[config.mk]
export PLATFORM = sky130hd
export DESIGN_NAME = aes_key_sched_ctrl_flat
export DESIGN_NICKNAME = d
export VERILOG_FILES = /design/src/rtl/aes_ctrl_pkg.sv /design/src/rtl/aes_key_sched_ctrl_if.sv /design/src/rtl/aes_round_ctr.sv /design/src/rtl/aes_key_sched_ctrl.sv /design/src/flat_wrapper.sv
export SDC_FILE = /design/constraint.sdc
export NUM_CORES = 1
export LEC_CHECK = 0
export CORE_MARGIN = 1.5
export CORE_UTILIZATION = 43
export DETAILED_ROUTE_END_ITERATION = 8
export PLACE_DENSITY = 0.8
export SETUP_SLACK_MARGIN = 0.4
export SYNTH_ARGS = -nofsm -noshare
export SYNTH_HDL_FRONTEND = slang
export SYNTH_SLANG_ARGS = --single-unit
[constraint.sdc]
create_clock -name clk -period 2.12 [get_ports clk]
set_input_delay 0.318 -clock clk [delete_from_list [all_inputs] [get_ports clk]]
set_output_delay 0.318 -clock clk [all_outputs]
set_load 0.01 [all_outputs]
[src/rtl/aes_ctrl_pkg.sv]
// Shared types and constants for the AES round-key store sequencer.
// Optional feature macro: KEY_ZEROIZE_EN (adds the ZERO state).
package aes_ctrl_pkg;

  localparam int MAX_ROUNDS = 14;
  localparam int ROUND_W    = 4;

  localparam logic [ROUND_W-1:0] NR_128 = ROUND_W'(10);
  localparam logic [ROUND_W-1:0] NR_192 = ROUND_W'(12);
  localparam logic [ROUND_W-1:0] NR_256 = ROUND_W'(14);

  typedef enum logic [2:0] {
    ST_IDLE,
    ST_EXPAND,
    ST_READY,
    ST_CIPHER
`ifdef KEY_ZEROIZE_EN
    , ST_ZERO
`endif
  } state_t;

  typedef enum logic [1:0] {
    KS_128  = 2'd0,
    KS_192  = 2'd1,
    KS_256  = 2'd2,
    KS_RSVD = 2'd3
  } key_size_t;

  // Round count Nr for a key size; the reserved code behaves as AES-128.
  function automatic logic [ROUND_W-1:0] nr_of(key_size_t ks);
    case (ks)
      KS_192:  return NR_192;
      KS_256:  return NR_256;
      default: return NR_128;
    endcase
  endfunction

endpackage

[src/rtl/aes_key_sched_ctrl_if.sv]
// Bus between the key-schedule sequencer, the key expander, key memory and datapath.
// Optional feature macro: KEY_ZEROIZE_EN (adds zeroize / key_zero_sel).
//
// Handshakes: key_load and op_start are single-cycle pulses sampled on the rising
// edge; exp_valid qualifies one expanded key in the cycle it is high and is only
// consumed while exp_req is high; round_adv consumes the key at readRound in that
// cycle; op_done is a one-cycle completion pulse. No input is ever queued.
interface aes_key_sched_ctrl_if;
  import aes_ctrl_pkg::*;

  logic               key_load;
  logic [1:0]         key_size;
  logic               exp_valid;
  logic               op_start;
  logic               round_adv;
  logic               exp_req;
  logic               dec_key_gen;
  logic [ROUND_W-1:0] writeRound;
  logic [ROUND_W-1:0] readRound;
  logic [ROUND_W-1:0] roundAmount;
  logic               key_ready;
  logic               busy;
  logic               op_done;
  state_t             dbg_state;
`ifdef KEY_ZEROIZE_EN
  logic               zeroize;
  logic               key_zero_sel;

  modport master (
    output key_load, key_size, exp_valid, op_start, round_adv, zeroize,
    input  exp_req, dec_key_gen, writeRound, readRound, roundAmount,
           key_ready, busy, op_done, dbg_state, key_zero_sel
  );
  modport slave (
    input  key_load, key_size, exp_valid, op_start, round_adv, zeroize,
    output exp_req, dec_key_gen, writeRound, readRound, roundAmount,
           key_ready, busy, op_done, dbg_state, key_zero_sel
  );
`else
  modport master (
    output key_load, key_size, exp_valid, op_start, round_adv,
    input  exp_req, dec_key_gen, writeRound, readRound, roundAmount,
           key_ready, busy, op_done, dbg_state
  );
  modport slave (
    input  key_load, key_size, exp_valid, op_start, round_adv,
    output exp_req, dec_key_gen, writeRound, readRound, roundAmount,
           key_ready, busy, op_done, dbg_state
  );
`endif
endinterface

[src/rtl/aes_round_ctr.sv]
// Round index counter: synchronous clear, enable, saturates at a run-time limit.
module aes_round_ctr
  import aes_ctrl_pkg::*;
(
  input  logic               clk,
  input  logic               reset,
  input  logic               clr_i,
  input  logic               en_i,
  input  logic [ROUND_W-1:0] limit_i,
  output logic [ROUND_W-1:0] cnt_o,
  output logic               at_lim_o
);
  logic [ROUND_W-1:0] cnt_q, cnt_d;

  assign cnt_o    = cnt_q;
  assign at_lim_o = (cnt_q >= limit_i);

  // Clear beats enable; never step past the limit.
  always_comb begin
    cnt_d = cnt_q;
    if (clr_i)                 cnt_d = '0;
    else if (en_i && !at_lim_o) cnt_d = cnt_q + 1'b1;
  end

  // Counter register.
  always_ff @(posedge clk) begin
    if (reset) cnt_q <= '0;
    else       cnt_q <= cnt_d;
  end
endmodule

[src/rtl/aes_key_sched_ctrl.sv]
// AES round-key store sequencer: drives key expansion into the round-key memory,
// then hands out read round indices for each cipher operation.
// Optional feature macro: KEY_ZEROIZE_EN (memory wipe through the ZERO state).
module aes_key_sched_ctrl
  import aes_ctrl_pkg::*;
(
  input logic                  clk,
  input logic                  reset,
  aes_key_sched_ctrl_if.slave  bus
);
  state_t             state_q, state_d;
  logic [ROUND_W-1:0] ra_q, ra_d;
  logic               op_done_q, op_done_d;
  logic               exp_req, key_ready, dec_key_gen, key_zero_sel;
  logic               wr_clr, wr_en, wr_at_lim, rd_clr, rd_en, rd_at_lim, ra_load;
  logic               load_ok;
  logic [ROUND_W-1:0] wr_cnt, rd_cnt, wr_lim;

`ifdef KEY_ZEROIZE_EN
  // key_load is not honoured while the wipe is running.
  assign load_ok = bus.key_load && (state_q != ST_ZERO);
  assign wr_lim  = (state_q == ST_ZERO) ? ROUND_W'(MAX_ROUNDS) : ra_q;
`else
  assign load_ok = bus.key_load;
  assign wr_lim  = ra_q;
`endif

  aes_round_ctr u_wr_ctr (
    .clk(clk), .reset(reset), .clr_i(wr_clr), .en_i(wr_en),
    .limit_i(wr_lim), .cnt_o(wr_cnt), .at_lim_o(wr_at_lim)
  );

  aes_round_ctr u_rd_ctr (
    .clk(clk), .reset(reset), .clr_i(rd_clr), .en_i(rd_en),
    .limit_i(ra_q), .cnt_o(rd_cnt), .at_lim_o(rd_at_lim)
  );

  // Next state, counter controls and outputs; zeroize > key_load > op_start.
  always_comb begin
    state_d      = state_q;
    exp_req      = 1'b0;
    key_ready    = 1'b0;
    dec_key_gen  = 1'b0;
    key_zero_sel = 1'b0;
    wr_clr       = 1'b0;
    wr_en        = 1'b0;
    rd_clr       = 1'b0;
    rd_en        = 1'b0;
    ra_load      = 1'b0;
    op_done_d    = 1'b0;
    case (state_q)
      ST_IDLE: ;
      ST_EXPAND: begin
        exp_req     = 1'b1;
        dec_key_gen = bus.exp_valid;
        wr_en       = bus.exp_valid;
        if (bus.exp_valid && wr_at_lim) state_d = ST_READY;
      end
      ST_READY: begin
        key_ready = 1'b1;
        if (bus.op_start) begin
          state_d = ST_CIPHER;
          rd_clr  = 1'b1;
        end
      end
      ST_CIPHER: begin
        key_ready = 1'b1;
        rd_en     = bus.round_adv;
        if (bus.round_adv && rd_at_lim) begin
          state_d   = ST_READY;
          rd_clr    = 1'b1;
          op_done_d = 1'b1;
        end
      end
`ifdef KEY_ZEROIZE_EN
      ST_ZERO: begin
        dec_key_gen  = 1'b1;
        key_zero_sel = 1'b1;
        wr_en        = 1'b1;
        if (wr_at_lim) begin
          state_d = ST_IDLE;
          wr_clr  = 1'b1;
        end
      end
`endif
      default: state_d = ST_IDLE;
    endcase
    if (load_ok) begin
      state_d   = ST_EXPAND;
      wr_clr    = 1'b1;
      rd_clr    = 1'b1;
      ra_load   = 1'b1;
      op_done_d = 1'b0;
    end
`ifdef KEY_ZEROIZE_EN
    if (bus.zeroize) begin
      state_d   = ST_ZERO;
      wr_clr    = 1'b1;
      rd_clr    = 1'b1;
      ra_load   = 1'b0;
      op_done_d = 1'b0;
    end
`endif
  end

  assign ra_d = ra_load ? nr_of(key_size_t'(bus.key_size)) : ra_q;

  // State, round amount and completion pulse registers.
  always_ff @(posedge clk) begin
    if (reset) begin
      state_q   <= ST_IDLE;
      ra_q      <= NR_128;
      op_done_q <= 1'b0;
    end else begin
      state_q   <= state_d;
      ra_q      <= ra_d;
      op_done_q <= op_done_d;
    end
  end

  assign bus.exp_req     = exp_req;
  assign bus.dec_key_gen = dec_key_gen;
  assign bus.writeRound  = wr_cnt;
  assign bus.readRound   = rd_cnt;
  assign bus.roundAmount = ra_q;
  assign bus.key_ready   = key_ready;
  assign bus.busy        = (state_q != ST_READY) && (state_q != ST_IDLE);
  assign bus.op_done     = op_done_q;
  assign bus.dbg_state   = state_q;
`ifdef KEY_ZEROIZE_EN
  assign bus.key_zero_sel = key_zero_sel;
`else
  // Without the wipe feature no ZERO state exists, so this stays low.
  logic unused_zero_sel;
  assign unused_zero_sel = key_zero_sel;
`endif
endmodule
[src/flat_wrapper.sv]
// flat-port wrapper written by rule: the top's interface ports become plain ports
module aes_key_sched_ctrl_flat import aes_ctrl_pkg::*;
  (clk, reset, bus_key_load, bus_key_size, bus_exp_valid, bus_op_start, bus_round_adv, bus_exp_req, bus_dec_key_gen, bus_writeRound, bus_readRound, bus_roundAmount, bus_key_ready, bus_busy, bus_op_done, bus_dbg_state);
  aes_key_sched_ctrl_if bus_i ();
  input logic clk;
  input logic reset;
  input wire logic [$bits(bus_i.key_load)-1:0] bus_key_load;
  input wire logic [$bits(bus_i.key_size)-1:0] bus_key_size;
  input wire logic [$bits(bus_i.exp_valid)-1:0] bus_exp_valid;
  input wire logic [$bits(bus_i.op_start)-1:0] bus_op_start;
  input wire logic [$bits(bus_i.round_adv)-1:0] bus_round_adv;
  output wire logic [$bits(bus_i.exp_req)-1:0] bus_exp_req;
  output wire logic [$bits(bus_i.dec_key_gen)-1:0] bus_dec_key_gen;
  output wire logic [$bits(bus_i.writeRound)-1:0] bus_writeRound;
  output wire logic [$bits(bus_i.readRound)-1:0] bus_readRound;
  output wire logic [$bits(bus_i.roundAmount)-1:0] bus_roundAmount;
  output wire logic [$bits(bus_i.key_ready)-1:0] bus_key_ready;
  output wire logic [$bits(bus_i.busy)-1:0] bus_busy;
  output wire logic [$bits(bus_i.op_done)-1:0] bus_op_done;
  output wire logic [$bits(bus_i.dbg_state)-1:0] bus_dbg_state;
  assign bus_i.key_load = bus_key_load;
  assign bus_i.key_size = bus_key_size;
  assign bus_i.exp_valid = bus_exp_valid;
  assign bus_i.op_start = bus_op_start;
  assign bus_i.round_adv = bus_round_adv;
  assign bus_exp_req = bus_i.exp_req;
  assign bus_dec_key_gen = bus_i.dec_key_gen;
  assign bus_writeRound = bus_i.writeRound;
  assign bus_readRound = bus_i.readRound;
  assign bus_roundAmount = bus_i.roundAmount;
  assign bus_key_ready = bus_i.key_ready;
  assign bus_busy = bus_i.busy;
  assign bus_op_done = bus_i.op_done;
  assign bus_dbg_state = bus_i.dbg_state;
  aes_key_sched_ctrl u_core (.clk(clk), .reset(reset), .bus(bus_i));
endmodule
==> results.sh <==
export IMPL_synthSimpleGateAreaFrac_pct=18.8
export IMPL_yosys_area_share_adder_pct=11.6
export IMPL_fillers=140
export IMPL_worstSetupPathType="reg2out"
export IMPL_via_per_inst=5.72
export IMPL_drc=0
export IMPL_synth_xor_area_share_pct=0
export IMPL_max_freq_mhz=610
export IMPL_synth_async_reset_ratio_pct=0
export IMPL_drt_antenna_violating_nets=0
export IMPL_numClockSinks=13
export IMPL_root_buffer="clkbuf_4"
export IMPL_rrSetupSlack_ps=480
export IMPL_internal_power_mw=0.357
export IMPL_antenna_found_initial=0
export IMPL_dp_cells=126
export IMPL_cp_arrival_ps=1320
export IMPL_worst_r2r_startpoint="u_core.u_rd_ctr.cnt_o[1]"
export IMPL_start_util_pct=48.1
export IMPL_synth_area_um2=758
export IMPL_grt_util_all_layers_pct=17.4
export IMPL_ys_ff_latch=13
export IMPL_die_area_mm2=0.00202
export IMPL_cp_data_required_time_ps=1800
export IMPL_synth_edf_count=0
export IMPL_ios=28
export IMPL_synth_cell_type_count=33
export IMPL_rsz0062_at_grt="false"
export IMPL_crit_fanout=8
export IMPL_synth_mux_area_share_pct=0
export IMPL_fin_cells=131
export IMPL_leakage_nw=0.401
export IMPL_synth_area_leader_cell="dfxtp_1"
export IMPL_crit_path_start_kind="flip-flop"
export IMPL_synth_warnings=0
export IMPL_wl_per_cell_um=12.9
export IMPL_path_delay_family="flip-flops"
export IMPL_r2r_end="u_core.u_rd_ctr.cnt_o[3]"
export IMPL_fin_skew_ps=1.89
export IMPL_clkPwrFrac_pct=32.9
export IMPL_grt_max_degree=10
export IMPL_syn_area_per_cell_um2=8.42
export IMPL_finalSetupViolations=0
export IMPL_die_w_um=45.0
export IMPL_grt_pass1_vias=611
export IMPL_p_sw_mw=0.125
export IMPL_hold_path_endpoint="u_core.bus.roundAmount[2]"
export IMPL_h_tree_depth=1
export IMPL_power_density_mw_per_mm2=453
export IMPL_critical_path_max_stage_delay_ps=360
export IMPL_cts_buffer_depth=2
export IMPL_switching_share_pct=25.9
export IMPL_vdd_ir_drop_max_mv=0.373
export IMPL_fin_tns_setup_ps=0
export IMPL_r2r_cells=6
export IMPL_grt_overflow=0
export IMPL_p_comb_share_pct=14.6
export IMPL_slowest_stage="dfxtp_2"
export IMPL_drv_cap=0
export IMPL_vias=749
export IMPL_synth_flop_cell="dfxtp_1"
export IMPL_period_share_pct=77.4
export IMPL_seq_power_share_pct=52.5
export IMPL_ys_seq_area_share_pct=34.3
export IMPL_cts_tree="done"
export IMPL_hold_start="u_core.bus.roundAmount[2]"
export IMPL_die_h_um=45.0
export IMPL_drive_above_1_share_pct=17.4
export IMPL_netlist_instances=90
export IMPL_fin_total_pwr_mw=0.482
export IMPL_min_period_ps=1640
export IMPL_hold_path_class="reg2reg"
export IMPL_yosys_top_cells_count="dfxtp_1 (13), inv_1 (9), o21ai_0 (9)"
export IMPL_dr_pass1_iters=4
export IMPL_numCtsBuffers=3
export IMPL_crit_buf_inv=2
export IMPL_io_buffers=24
export IMPL_synthToLayoutAreaGrowth_pct=40.3
export IMPL_slew_violations=0
export IMPL_drt_iter0_drc=15
export IMPL_hold_violations=0
export IMPL_clk_latency_ps=280
export IMPL_cts_reportedPaths_clkPinSlew_ps=80
export IMPL_synth_compound_area_share_pct=24.8
export IMPL_synthTopCellsByArea="dfxtp_1 (34%), ha_1 (12%), o21ai_0 (5.9%)"
export IMPL_hpwl_um=1270
export IMPL_coreArea_mm2=0.00158
export IMPL_nNetsFinal=131
export IMPL_synth_top_family_by_area="compound AO/OA/AOI/OAI gates"
export IMPL_routabilityCongestion=0.788
export IMPL_antenna_cells=0
export IMPL_yosysMostFrequentCell="dfxtp_1"
export IMPL_synth_top_area_share_pct=34.3
export IMPL_end_kind="primary output"
export IMPL_holdPathStages=2
export IMPL_grt_first_pass_wirelength_um=2570
export IMPL_status="complete, no violations"
export IMPL_wirelength_um=1680
export IMPL_worstPathCellList="and2b_4 > nand2_4 > inv_1 > dlygate4sd2_1"
export IMPL_row_count=14
[cell families (layout without fill, tap and decap cells)]
logic type,after synthesis,in the layout
adders and majority gates,7,7
other,2,3
AOI/OAI and AO/OA,29,29
and+or+nand+nor,24,24
DFF,13,13
buffers and inverters,15,39
[state kept, by name, summed over array words and instances, names as in the netlist]
name and flops:
u_core.bus.dbg_state 2, u_core.bus.op_done 1, u_core.bus.roundAmount 2, u_core.u_rd_ctr.cnt_o 4, u_core.u_wr_ctr.cnt_o 4
[what timing repair did]
action / 4_1_cts / 5_1_grt
setup buffers: 0 / 1
pin swaps: 0 / 1
resized for setup: 6 / 9
cloned: 0 / 0
hold buffers: 0 / 0
setup endpoints to repair: 6 / 6
[stage by stage]
| stage | setup WS [ps] | instance area, um2 | hold WS, ps | utilization (%) |
|---|---|---|---|---|
| floorplan | 459 | 762 | 396 | - |
| global placement | 265 | 991 | 491 | 62.9 |
| detailed placement | 228 | 991 | 488 | 62.9 |
| CTS | 399 | 1020 | 507 | 64.6 |
| global route | 369 | 1060 | 539 | 67.5 |
| finish | 479 | 1060 | 504 | 67.5 |
[final cells by class]
cell class / instances / area [um2] / area share, %
Tap cell: 16 / 20.0 / 1.88
Timing Repair Buffer: 26 / 253 / 23.8
Multi-Input combinational cell: 63 / 462 / 43.4
Inverter: 9 / 33.8 / 3.18
Sequential cell: 13 / 269 / 25.3
Clock buffer: 4 / 26.3 / 2.47
[routing by layer]
metal  global-route usage (%)  part of all wire (%)  vias up
li1                         -                     -      369
met1                     20.1                    42      357
met2                     30.9                    52       21
met3                     6.00                   5.8        2
met4                     3.53                  0.48        0
met5                        0                     0        -
[worst max path at each step]
stage | startpoint | to | slack (ps) | cells past startpoint
after floorplan | u_core.u_rd_ctr.cnt_o[1] | u_core.u_rd_ctr.cnt_o[2] | 460 | 6
after global placement | bus_exp_valid | bus_dec_key_gen | 270 | 4
after detailed placement | bus_exp_valid | bus_dec_key_gen | 230 | 4
after CTS | u_core.u_wr_ctr.cnt_o[1] | u_core.bus.dbg_state[0] | 400 | 6
after global routing | u_core.u_rd_ctr.cnt_o[1] | u_core.u_rd_ctr.cnt_o[3] | 370 | 6
final | u_core.bus.dbg_state[1] | bus_dec_key_gen | 480 | 4
[placed cells by master, fill, tap and decap left out, types with 2 or more instances in the layout]
cell              n
clkdlybuf4s50_1  22
inv_1             9
dfxtp_1           8
o21ai_0           7
ha_1              7
a21oi_1           6
nand3_1           4
dfxtp_2           4
a31oi_1           3
nor2_1            3
nand2_1           3
or3_1             3
conb_1            3
clkbuf_4          3
o31ai_1           2
dlygate4sd2_1     2
buf_4             2
[power by group through the flow]
| stage | sequential [mW] | clock, mW | combinational [mW] |
|---|---|---|---|
| 2_1_floorplan | 0.260 | 0 | 0.0337 |
| 3_3_place_gp | 0.259 | 0 | 0.0665 |
| 3_5_place_dp | 0.259 | 0 | 0.0687 |
| 4_1_cts | 0.254 | 0.164 | 0.0675 |
| 5_1_grt | 0.254 | 0.176 | 0.0757 |
| 6_report | 0.253 | 0.159 | 0.0702 |
[worst register-to-register path, cell delays in order (launching register included)]
cell      delay, ps
dfxtp_4         350
inv_1            40
ha_1            250
nor2b_1         200
o221ai_1        210
o21ai_1         390
a21oi_1          70
Note: power is estimated with default switching activity, not from simulation.
